[src/rtl/unified_mem_ctrl_if.sv]
`default_nettype none
// ============================================================================
//  Module   : unified_mem_ctrl_if
//  Brief    : Core-side request/response bus and backing-RAM port of
//             unified_mem_ctrl, bundled with controller/requester modports.
//  Revision : 1.0
// ============================================================================
interface unified_mem_ctrl_if #(
    parameter int DATA_W = 16,
    parameter int ADDR_W = 16
);
    logic              i_fetch;
    logic [ADDR_W-1:0] i_addr;
    logic              re;
    logic              we;
    logic [ADDR_W-1:0] d_addr;
    logic [DATA_W-1:0] wrt_data;
    logic [DATA_W-1:0] instr;
    logic [DATA_W-1:0] rd_data;
    logic              ready;
    logic [ADDR_W-1:0] mem_addr;
    logic [DATA_W-1:0] mem_wdata;
    logic              mem_re;
    logic              mem_we;
    logic [DATA_W-1:0] mem_rdata;

    modport slave (
        input  i_fetch, i_addr, re, we, d_addr, wrt_data, mem_rdata,
        output instr, rd_data, ready, mem_addr, mem_wdata, mem_re, mem_we
    );

    modport master (
        output i_fetch, i_addr, re, we, d_addr, wrt_data, mem_rdata,
        input  instr, rd_data, ready, mem_addr, mem_wdata, mem_re, mem_we
    );
endinterface
`default_nettype wire

[src/rtl/unified_mem_ctrl.sv]
`default_nettype none
// ============================================================================
//  Module   : unified_mem_ctrl
//  Brief    : Serialises the data access and instruction fetch of one pipeline
//             advance onto a single-ported fixed-latency RAM; drives ready.
//             Optional one-entry fetch buffer enabled by macro ILINE_BUF_EN.
//  Revision : 1.0
// ============================================================================
module unified_mem_ctrl #(
    parameter int DATA_W  = 16,
    parameter int ADDR_W  = 16,
    parameter int MEM_LAT = 2
) (
    input  wire logic             clk,
    input  wire logic             rst,
    unified_mem_ctrl_if.slave     bus
);
    typedef enum logic [1:0] {
        ST_IDLE  = 2'd0,
        ST_DATA  = 2'd1,
        ST_INSTR = 2'd2,
        ST_DONE  = 2'd3
    } state_t;

    localparam logic [3:0] C_LAST = 4'(MEM_LAT - 1);

    state_t            state_q;
    logic [3:0]        cnt_q;
    logic [ADDR_W-1:0] iaddr_q;
    logic              fetch_q;
    logic              re_q;
    logic [DATA_W-1:0] instr_q;
    logic [DATA_W-1:0] rd_data_q;
    logic [ADDR_W-1:0] mem_addr_q;
    logic [DATA_W-1:0] mem_wdata_q;
    logic              mem_re_q;
    logic              mem_we_q;

    logic w_req;
    logic w_last;

    assign w_req  = bus.re | bus.we | bus.i_fetch;
    assign w_last = (cnt_q == C_LAST);

`ifdef ILINE_BUF_EN
    logic [ADDR_W-1:0] buf_tag_q;
    logic [DATA_W-1:0] buf_data_q;
    logic              buf_valid_q;
    logic              w_idle_hit;
    logic              w_data_hit;

    assign w_idle_hit = buf_valid_q && (buf_tag_q == bus.i_addr);
    // A store to the buffered address in this DATA phase kills the hit.
    assign w_data_hit = buf_valid_q && (buf_tag_q == iaddr_q) &&
                        !(mem_we_q && (mem_addr_q == buf_tag_q));
`endif

    always_ff @(posedge clk or posedge rst) begin
        if (rst) begin
            state_q     <= ST_IDLE;
            cnt_q       <= '0;
            iaddr_q     <= '0;
            fetch_q     <= 1'b0;
            re_q        <= 1'b0;
            instr_q     <= '0;
            rd_data_q   <= '0;
            mem_addr_q  <= '0;
            mem_wdata_q <= '0;
            mem_re_q    <= 1'b0;
            mem_we_q    <= 1'b0;
`ifdef ILINE_BUF_EN
            buf_tag_q   <= '0;
            buf_data_q  <= '0;
            buf_valid_q <= 1'b0;
`endif
        end else begin
            case (state_q)
                ST_IDLE: begin
                    if (w_req) begin
                        iaddr_q <= bus.i_addr;
                        fetch_q <= bus.i_fetch;
                        re_q    <= bus.re;
                        cnt_q   <= '0;
                        if (bus.re || bus.we) begin
                            state_q    <= ST_DATA;
                            mem_addr_q <= bus.d_addr;
                            mem_we_q   <= bus.we;
                            mem_re_q   <= bus.re & ~bus.we;
                            if (bus.we) begin
                                mem_wdata_q <= bus.wrt_data;
                            end
`ifdef ILINE_BUF_EN
                        end else if (w_idle_hit) begin
                            state_q <= ST_DONE;
                            instr_q <= buf_data_q;
`endif
                        end else begin
                            state_q    <= ST_INSTR;
                            mem_addr_q <= bus.i_addr;
                            mem_re_q   <= 1'b1;
                        end
                    end
                end
                ST_DATA: begin
                    if (!w_last) begin
                        cnt_q <= cnt_q + 4'd1;
                    end else begin
                        cnt_q    <= '0;
                        mem_we_q <= 1'b0;
                        if (re_q && mem_we_q) begin
                            rd_data_q <= '0;
                        end else if (mem_re_q) begin
                            rd_data_q <= bus.mem_rdata;
                        end
`ifdef ILINE_BUF_EN
                        if (mem_we_q && (mem_addr_q == buf_tag_q)) begin
                            buf_valid_q <= 1'b0;
                        end
                        if (fetch_q && w_data_hit) begin
                            state_q  <= ST_DONE;
                            instr_q  <= buf_data_q;
                            mem_re_q <= 1'b0;
                        end else
`endif
                        if (fetch_q) begin
                            state_q    <= ST_INSTR;
                            mem_addr_q <= iaddr_q;
                            mem_re_q   <= 1'b1;
                        end else begin
                            state_q  <= ST_DONE;
                            mem_re_q <= 1'b0;
                        end
                    end
                end
                ST_INSTR: begin
                    if (!w_last) begin
                        cnt_q <= cnt_q + 4'd1;
                    end else begin
                        cnt_q    <= '0;
                        instr_q  <= bus.mem_rdata;
                        mem_re_q <= 1'b0;
                        state_q  <= ST_DONE;
`ifdef ILINE_BUF_EN
                        buf_tag_q   <= iaddr_q;
                        buf_data_q  <= bus.mem_rdata;
                        buf_valid_q <= 1'b1;
`endif
                    end
                end
                default: begin
                    state_q <= ST_IDLE;
                end
            endcase
        end
    end

    // Idle readiness follows the live request lines so an empty advance never stalls.
    assign bus.ready     = ~rst & ((state_q == ST_DONE) |
                                   ((state_q == ST_IDLE) & ~w_req));
    assign bus.instr     = instr_q;
    assign bus.rd_data   = rd_data_q;
    assign bus.mem_addr  = mem_addr_q;
    assign bus.mem_wdata = mem_wdata_q;
    assign bus.mem_re    = mem_re_q;
    assign bus.mem_we    = mem_we_q;

endmodule
`default_nettype wire

[src/flat_wrapper.sv]
// flat-port wrapper written by rule: the top's interface ports become plain ports
module unified_mem_ctrl_flat 
#(
    parameter int DATA_W  = 16,
    parameter int ADDR_W  = 16,
    parameter int MEM_LAT = 2
)
  (clk, rst, bus_i_fetch, bus_i_addr, bus_re, bus_we, bus_d_addr, bus_wrt_data, bus_mem_rdata, bus_instr, bus_rd_data, bus_ready, bus_mem_addr, bus_mem_wdata, bus_mem_re, bus_mem_we);
  unified_mem_ctrl_if #(.DATA_W(DATA_W), .ADDR_W(ADDR_W)) bus_i ();
  input  wire logic clk;
  input  wire logic rst;
  input wire logic [$bits(bus_i.i_fetch)-1:0] bus_i_fetch;
  input wire logic [$bits(bus_i.i_addr)-1:0] bus_i_addr;
  input wire logic [$bits(bus_i.re)-1:0] bus_re;
  input wire logic [$bits(bus_i.we)-1:0] bus_we;
  input wire logic [$bits(bus_i.d_addr)-1:0] bus_d_addr;
  input wire logic [$bits(bus_i.wrt_data)-1:0] bus_wrt_data;
  input wire logic [$bits(bus_i.mem_rdata)-1:0] bus_mem_rdata;
  output wire logic [$bits(bus_i.instr)-1:0] bus_instr;
  output wire logic [$bits(bus_i.rd_data)-1:0] bus_rd_data;
  output wire logic [$bits(bus_i.ready)-1:0] bus_ready;
  output wire logic [$bits(bus_i.mem_addr)-1:0] bus_mem_addr;
  output wire logic [$bits(bus_i.mem_wdata)-1:0] bus_mem_wdata;
  output wire logic [$bits(bus_i.mem_re)-1:0] bus_mem_re;
  output wire logic [$bits(bus_i.mem_we)-1:0] bus_mem_we;
  assign bus_i.i_fetch = bus_i_fetch;
  assign bus_i.i_addr = bus_i_addr;
  assign bus_i.re = bus_re;
  assign bus_i.we = bus_we;
  assign bus_i.d_addr = bus_d_addr;
  assign bus_i.wrt_data = bus_wrt_data;
  assign bus_i.mem_rdata = bus_mem_rdata;
  assign bus_instr = bus_i.instr;
  assign bus_rd_data = bus_i.rd_data;
  assign bus_ready = bus_i.ready;
  assign bus_mem_addr = bus_i.mem_addr;
  assign bus_mem_wdata = bus_i.mem_wdata;
  assign bus_mem_re = bus_i.mem_re;
  assign bus_mem_we = bus_i.mem_we;
  unified_mem_ctrl #(.DATA_W(DATA_W), .ADDR_W(ADDR_W), .MEM_LAT(MEM_LAT)) u_core (.clk(clk), .rst(rst), .bus(bus_i));
endmodule
[config.mk]
export PLATFORM = sky130hd
export DESIGN_NAME = unified_mem_ctrl_flat
export DESIGN_NICKNAME = d
export VERILOG_FILES = /design/src/rtl/unified_mem_ctrl_if.sv /design/src/rtl/unified_mem_ctrl.sv /design/src/flat_wrapper.sv
export SDC_FILE = /design/constraint.sdc
export NUM_CORES = 1
export LEC_CHECK = 0
export CORE_MARGIN = 4
export CORE_UTILIZATION = 40
export CTS_BUF_LIST = sky130_fd_sc_hd__clkbuf_2
export DETAILED_ROUTE_END_ITERATION = 8
export GPL_TIMING_DRIVEN = 0
export PLACE_DENSITY = 0.8
export SETUP_SLACK_MARGIN = 0.05
export SYNTH_ARGS = -nofsm -noshare
export SYNTH_HDL_FRONTEND = slang
export SYNTH_SLANG_ARGS = --single-unit
[constraint.sdc]
create_clock -name clk -period 3.1 [get_ports clk]
set_input_delay 0.465 -clock clk [delete_from_list [all_inputs] [get_ports clk]]
set_output_delay 0.465 -clock clk [all_outputs]
set_load 0.01 [all_outputs]
==> impl_metrics.env, run 1 <==
export IMPL_cts_sinks=90
export IMPL_core_um2=9730
export IMPL_synth_cells_most_frequent="dfrtp_1, o21ai_0, nand2_1"
export IMPL_dieHeight_um=108
export IMPL_worstSetupEndpoint="bus_ready"
export IMPL_max_freq_ghz=0.365
export IMPL_viasPerCell=5.10
export IMPL_dieArea_um2=11600
export IMPL_r2r_setup_slack_ps=1020
export IMPL_n_fill_cell=857
export IMPL_setup_viol=0
export IMPL_clock_skew_ps=35.7
export IMPL_ir_drop_mv=0.382
export IMPL_synth_most_common_cell="dfrtp_1"
export IMPL_synth_top_area_share_pct=56.7
export IMPL_min_period_ps=2740
export IMPL_rsz0062_at_grt="no"
export IMPL_syn_avg_cell_area_um2=11.1
export IMPL_r2r_cells=6
export IMPL_ant_nets=0
export IMPL_cts_resized=0
export IMPL_drt_iter0_markers=135
export IMPL_grt_pass1_vias=3315
export IMPL_synth_area_leaders="dfrtp_1, mux2_2, o21ai_0, a22o_1, nand2_1"
export IMPL_vias=3282
export IMPL_power_w=0.00513
export IMPL_slew_limit_headroom_pct=63.5
export IMPL_maxCapViolCount=0
export IMPL_final_cells=643
export IMPL_synth_main_ff_cell="dfrtp_1"
export IMPL_fin_area_um2=5610
export IMPL_grt_usage_pct=17.8
export IMPL_critPathKind="in -> out"
export IMPL_place_area_um2=5520
export IMPL_syn_to_final_growth_pct=41.3
export IMPL_cts_max_path_buffers=2
export IMPL_grt_max_degree=50
export IMPL_worstSkewPairLatency_ps=540
export IMPL_port_buffers=135
export IMPL_p_per_area_nw_per_um2=914
export IMPL_hold_ws_ps=308
export IMPL_antenna_found_initial=0
export IMPL_worst_pin_slew_ps=548
export IMPL_startpoint_type="primary input"
export IMPL_multi_input_area_um2=1510
export IMPL_finalMaxSlewViolations=0
export IMPL_placed_cells=627
export IMPL_final_hold_viol_count=0
export IMPL_totalWireLength_mm=10.2
export IMPL_hold_buffers=0
export IMPL_ios=136
export IMPL_cts_tree="done"
export IMPL_p_leak_nw=2.47
export IMPL_async_flop_share_pct=100
export IMPL_required_ps=2630
export IMPL_netlist_instances=358
export IMPL_synth_distinct_cells=36
export IMPL_regArea_um2=2250
export IMPL_grt_pass1_wl_mm=16.3
export IMPL_startpoint="bus_re"
export IMPL_dieWidth_um=108
export IMPL_regToRegStartpoint="u_core.state_q[1]$_DFFE_PP0P_"
export IMPL_fin_nets=584
export IMPL_status="completed"
export IMPL_cts_made_buffers=9
export IMPL_insertedDiodeCount=0
export IMPL_synth_enable_flop_cells=0
export IMPL_synth_area_um2=3970
export IMPL_wl_per_cell_um=15.8
export IMPL_synth_nets=437
export IMPL_ys_warn_count=0
export IMPL_drive_gt1_share_pct=13.9
export IMPL_root_buffer="clkbuf_2"
export IMPL_synth_seq_cells=90
export IMPL_gp_congestion=0.802
export IMPL_initial_core_util_pct=40.8
export IMPL_drt_pass1_iterations=4
export IMPL_hpwl_mm=7.77
export IMPL_hp_class="in -> async"
export IMPL_yosysTopAreaCell="dfrtp_1"
export IMPL_end_kind="primary output"
export IMPL_rows=36
export IMPL_period_share_pct=88.3
export IMPL_htreeDepth=3
export IMPL_rr_endpoint="u_core.bus.rd_data[12]$_DFFE_PP0P_"
export IMPL_crit_path_max_fanout=10
export IMPL_arrival_ps=2270
export IMPL_post_cts_setup_buffer_count=0
export IMPL_synth_seq_area_share_pct=56.7
export IMPL_drc=0
export IMPL_clk_pin_slew_ps=260
export IMPL_grt_ovfl_total=0
[cell type report]
class | instances | share of cell area [%]
Buffer | 22 | 2.27
Clock buffer | 11 | 0.981
Clock inverter | 5 | 0.669
Inverter | 23 | 1.58
Multi-Input combinational cell | 223 | 26.8
Sequential cell | 90 | 40.1
Tap cell | 133 | 2.96
Timing Repair Buffer | 136 | 24.6
[routing by layer]
layer | up-vias | part of all wire, % | global-route usage, %
met1 | 1598 | 44 | 23.6
met3 | 12 | 8.0 | 4.32
met5 | - | 0 | 0
met4 | 0 | 1.3 | 5.41
li1 | 1542 | - | -
met2 | 130 | 47 | 29.0
[critical path, cell delays in order]
cell             delay (ps)
clkdlybuf4s50_1         440
buf_2                   200
nor3_1                  380
a21oi_1                 140
nor2_1                  100
clkdlybuf4s50_1         540
[power breakdown]
part | total (W) | switching (W) | internal (W)
clock network | 0.000522 | 0.000406 | 0.000117
logic | 0.00259 | 0.00119 | 0.00140
registers | 0.00202 | 0.000309 | 0.00171
[cell usage in the layout (no fill, tap or decap), types with 4 or more instances in the layout]
cell	Yosys	routed
clkdlybuf4s50_1	0	135
dfrtp_1	90	90
o21ai_0	70	70
nand2_1	41	41
mux2_2	32	32
inv_1	23	22
a22o_1	18	18
o211ai_1	16	16
clkbuf_2	0	11
ha_1	10	10
buf_2	9	9
clkbuf_1	6	6
nor2_1	5	5
a21oi_1	4	4
[metrics by stage]
stage | utilization, % | TNS (ps) | worst slack [ps]
6_report | 57.7 | 0 | 362
4_1_cts | 57.7 | 0 | 348
2_1_floorplan | - | 0 | 300
5_1_grt | 57.7 | 0 | 213
3_3_place_gp | 56.4 | -90590 | -1010
3_5_place_dp | 56.7 | 0 | 375
[registers in the layout, summed over array words and instances, names as in the netlist]
| name | flops |
|---|---|
| u_core.cnt_q | 4 |
| u_core.state_q | 2 |
| u_core.re_q | 1 |
| u_core.bus.mem_we | 1 |
| u_core.fetch_q | 1 |
| u_core.bus.instr | 16 |
| u_core.bus.mem_re | 1 |
| u_core.iaddr_q | 16 |
| u_core.bus.mem_wdata | 16 |
| u_core.bus.rd_data | 16 |
| u_core.bus.mem_addr | 16 |
[kinds of logic after synthesis]
group	Yosys count	share of synthesized area, %
AO/OA/AOI/OAI	119	18.5
flip-flops	90	56.7
AND/OR/NAND/NOR	62	7.18
buffers and inverters	45	5.39
multiplexers	32	9.07
adder cells (fa/ha/maj)	10	3.15
[worst min path at each step]
stage | depth (start not counted) | startpoint | to
2_1_floorplan | 2 | u_core.iaddr_q[10]$_DFFE_PP0P_ | u_core.iaddr_q[10]$_DFFE_PP0P_
3_3_place_gp | 2 | u_core.iaddr_q[10]$_DFFE_PP0P_ | u_core.iaddr_q[10]$_DFFE_PP0P_
3_5_place_dp | 2 | u_core.iaddr_q[11]$_DFFE_PP0P_ | u_core.iaddr_q[11]$_DFFE_PP0P_
4_1_cts | 2 | rst | u_core.bus.mem_addr[12]$_DFFE_PP0P_
5_1_grt | 2 | rst | u_core.bus.mem_addr[14]$_DFFE_PP0P_
6_report | 2 | rst | u_core.bus.mem_addr[12]$_DFFE_PP0P_
Power figures use the tool's default switching activity.
==> inputs of run 2 (changes only) <==
Settings changed: CORE_UTILIZATION 40 to 30, CTS_CLUSTER_SIZE set to 12, PLACE_DENSITY 0.8 to 0.65.
==> impl_metrics.env, run 2 (synthesized netlist as in run 1, its figures left out) <==
export IMPL_status="completed"
export IMPL_core_um2=12800
export IMPL_viasPerCell=4.79
export IMPL_startpoint_type="primary input"
export IMPL_grt_use_met2_pct=22.0
export IMPL_insertedDiodeCount=0
export IMPL_power_w=0.00517
export IMPL_hold_buffers=0
export IMPL_wl_per_cell_um=15.3
export IMPL_maxCapViolCount=0
export IMPL_vias=3270
export IMPL_cts_max_path_buffers=2
export IMPL_dieHeight_um=123
export IMPL_syn_to_final_growth_pct=42.9
export IMPL_r2r_setup_slack_ps=1000
export IMPL_grt_pass1_wl_mm=16.7
export IMPL_cts_tree="done"
export IMPL_clk_pin_slew_ps=240
export IMPL_drive_gt1_share_pct=13.5
export IMPL_critPathKind="in -> out"
export IMPL_dieArea_um2=15100
export IMPL_port_buffers=135
export IMPL_rr_endpoint="u_core.bus.rd_data[4]$_DFFE_PP0P_"
export IMPL_period_share_pct=86.9
export IMPL_setup_tns_ps=0
export IMPL_gp_congestion=0.784
export IMPL_htreeDepth=3
export IMPL_rsz0062_at_grt="no"
export IMPL_dieWidth_um=123
export IMPL_grt_busiest_layer="met2"
export IMPL_root_buffer="clkbuf_2"
export IMPL_regToRegStartpoint="u_core.state_q[1]$_DFFE_PP0P_"
export IMPL_cts_resized=0
export IMPL_grt_ovfl_total=0
export IMPL_cts_made_buffers=9
export IMPL_r2r_cells=6
export IMPL_max_freq_ghz=0.371
export IMPL_totalWireLength_mm=10.4
export IMPL_min_period_ps=2690
export IMPL_rows=41
export IMPL_clock_skew_ps=30.3
export IMPL_finalMaxSlewViolations=0
export IMPL_initial_core_util_pct=31.1
export IMPL_grt_usage_pct=14.0
export IMPL_worst_pin_slew_ps=589
export IMPL_p_per_area_nw_per_um2=912
export IMPL_hpwl_mm=7.85
export IMPL_layout_commonest_cell="clkdlybuf4s50_1"
export IMPL_fin_nets=584
export IMPL_grt_max_degree=47
export IMPL_antenna_found_initial=0
export IMPL_setup_viol=0
export IMPL_crit_path_max_fanout=10
export IMPL_met1_usage_pct=18.9
export IMPL_slew_limit_headroom_pct=60.7
export IMPL_drt_iter0_markers=188
export IMPL_ir_drop_mv=0.321
export IMPL_cts_sinks=90
export IMPL_drc=0
export IMPL_post_cts_setup_buffer_count=0
export IMPL_grt_pass1_vias=3373
export IMPL_end_kind="primary output"
export IMPL_arrival_ps=2230
export IMPL_required_ps=2630
export IMPL_final_hold_viol_count=0
export IMPL_n_fill_cell=1157
export IMPL_most_common_layout_cells="clkdlybuf4s50_1, dfrtp_1, o21ai_0, nand2_1, mux2_2"
export IMPL_regArea_um2=2250
export IMPL_grt_use_met3_pct=3.11
export IMPL_hp_class="in -> async"
export IMPL_ios=136
export IMPL_p_leak_nw=2.48
export IMPL_hold_ws_ps=342
export IMPL_worstSkewPairLatency_ps=540
export IMPL_ant_nets=0
export IMPL_multi_input_area_um2=1510
export IMPL_drt_pass1_iterations=5
export IMPL_final_util_pct=44.4
## run 2: critical path, cell delays in order
cell,delay [ps]
clkdlybuf4s50_1,450
buf_2,200
nor3_1,330
a21oi_1,140
nor2_1,100
clkdlybuf4s50_1,540
## run 2: power by group
group | switching (W) | total, W | internal (W)
Sequential | 0.000297 | 0.00201 | 0.00171
Combinational | 0.00120 | 0.00260 | 0.00140
Clock | 0.000386 | 0.000571 | 0.000185
Total | 0.00188 | 0.00517 | 0.00329
## run 2: area by class of cell
cell class,instances,share of cell area (%)
Buffer,22,2.25
Timing Repair Buffer,136,24.3
Clock inverter,6,0.992
Inverter,23,1.57
Multi-Input combinational cell,223,26.5
Tap cell,172,3.79
Clock buffer,10,0.882
Sequential cell,90,39.7
## run 2: metrics by stage
step | cells | setup WS, ps | instance area (µm²)
5_1_grt | 682 | 273 | 5680
2_1_floorplan | 358 | 300 | 3970
4_1_cts | 682 | 369 | 5680
3_3_place_gp | 665 | -1170 | 5540
6_report | 682 | 405 | 5680
3_5_place_dp | 666 | 400 | 5570
## run 2: layer usage
layer,up-vias,wire length [µm]
met2,122,4830
met1,1578,4680
met4,0,200
li1,1554,-
met3,16,725
met5,-,0
## run 2: worst max path at each step
| stage | cells past startpoint | startpoint | slack, ps | end |
|---|---|---|---|---|
| floorplan | 1 | rst | 300 | u_core.bus.instr[0]$_DFFE_PP0P_ |
| finish | 6 | bus_re | 410 | bus_ready |
| global route | 5 | u_core.state_q[0]$_DFFE_PP0P_ | 270 | bus_ready |
| global placement | 2 | rst | -1170 | u_core.bus.rd_data[1]$_DFFE_PP0P_ |
| detailed placement | 6 | bus_re | 400 | bus_ready |
| CTS | 6 | bus_re | 370 | bus_ready |
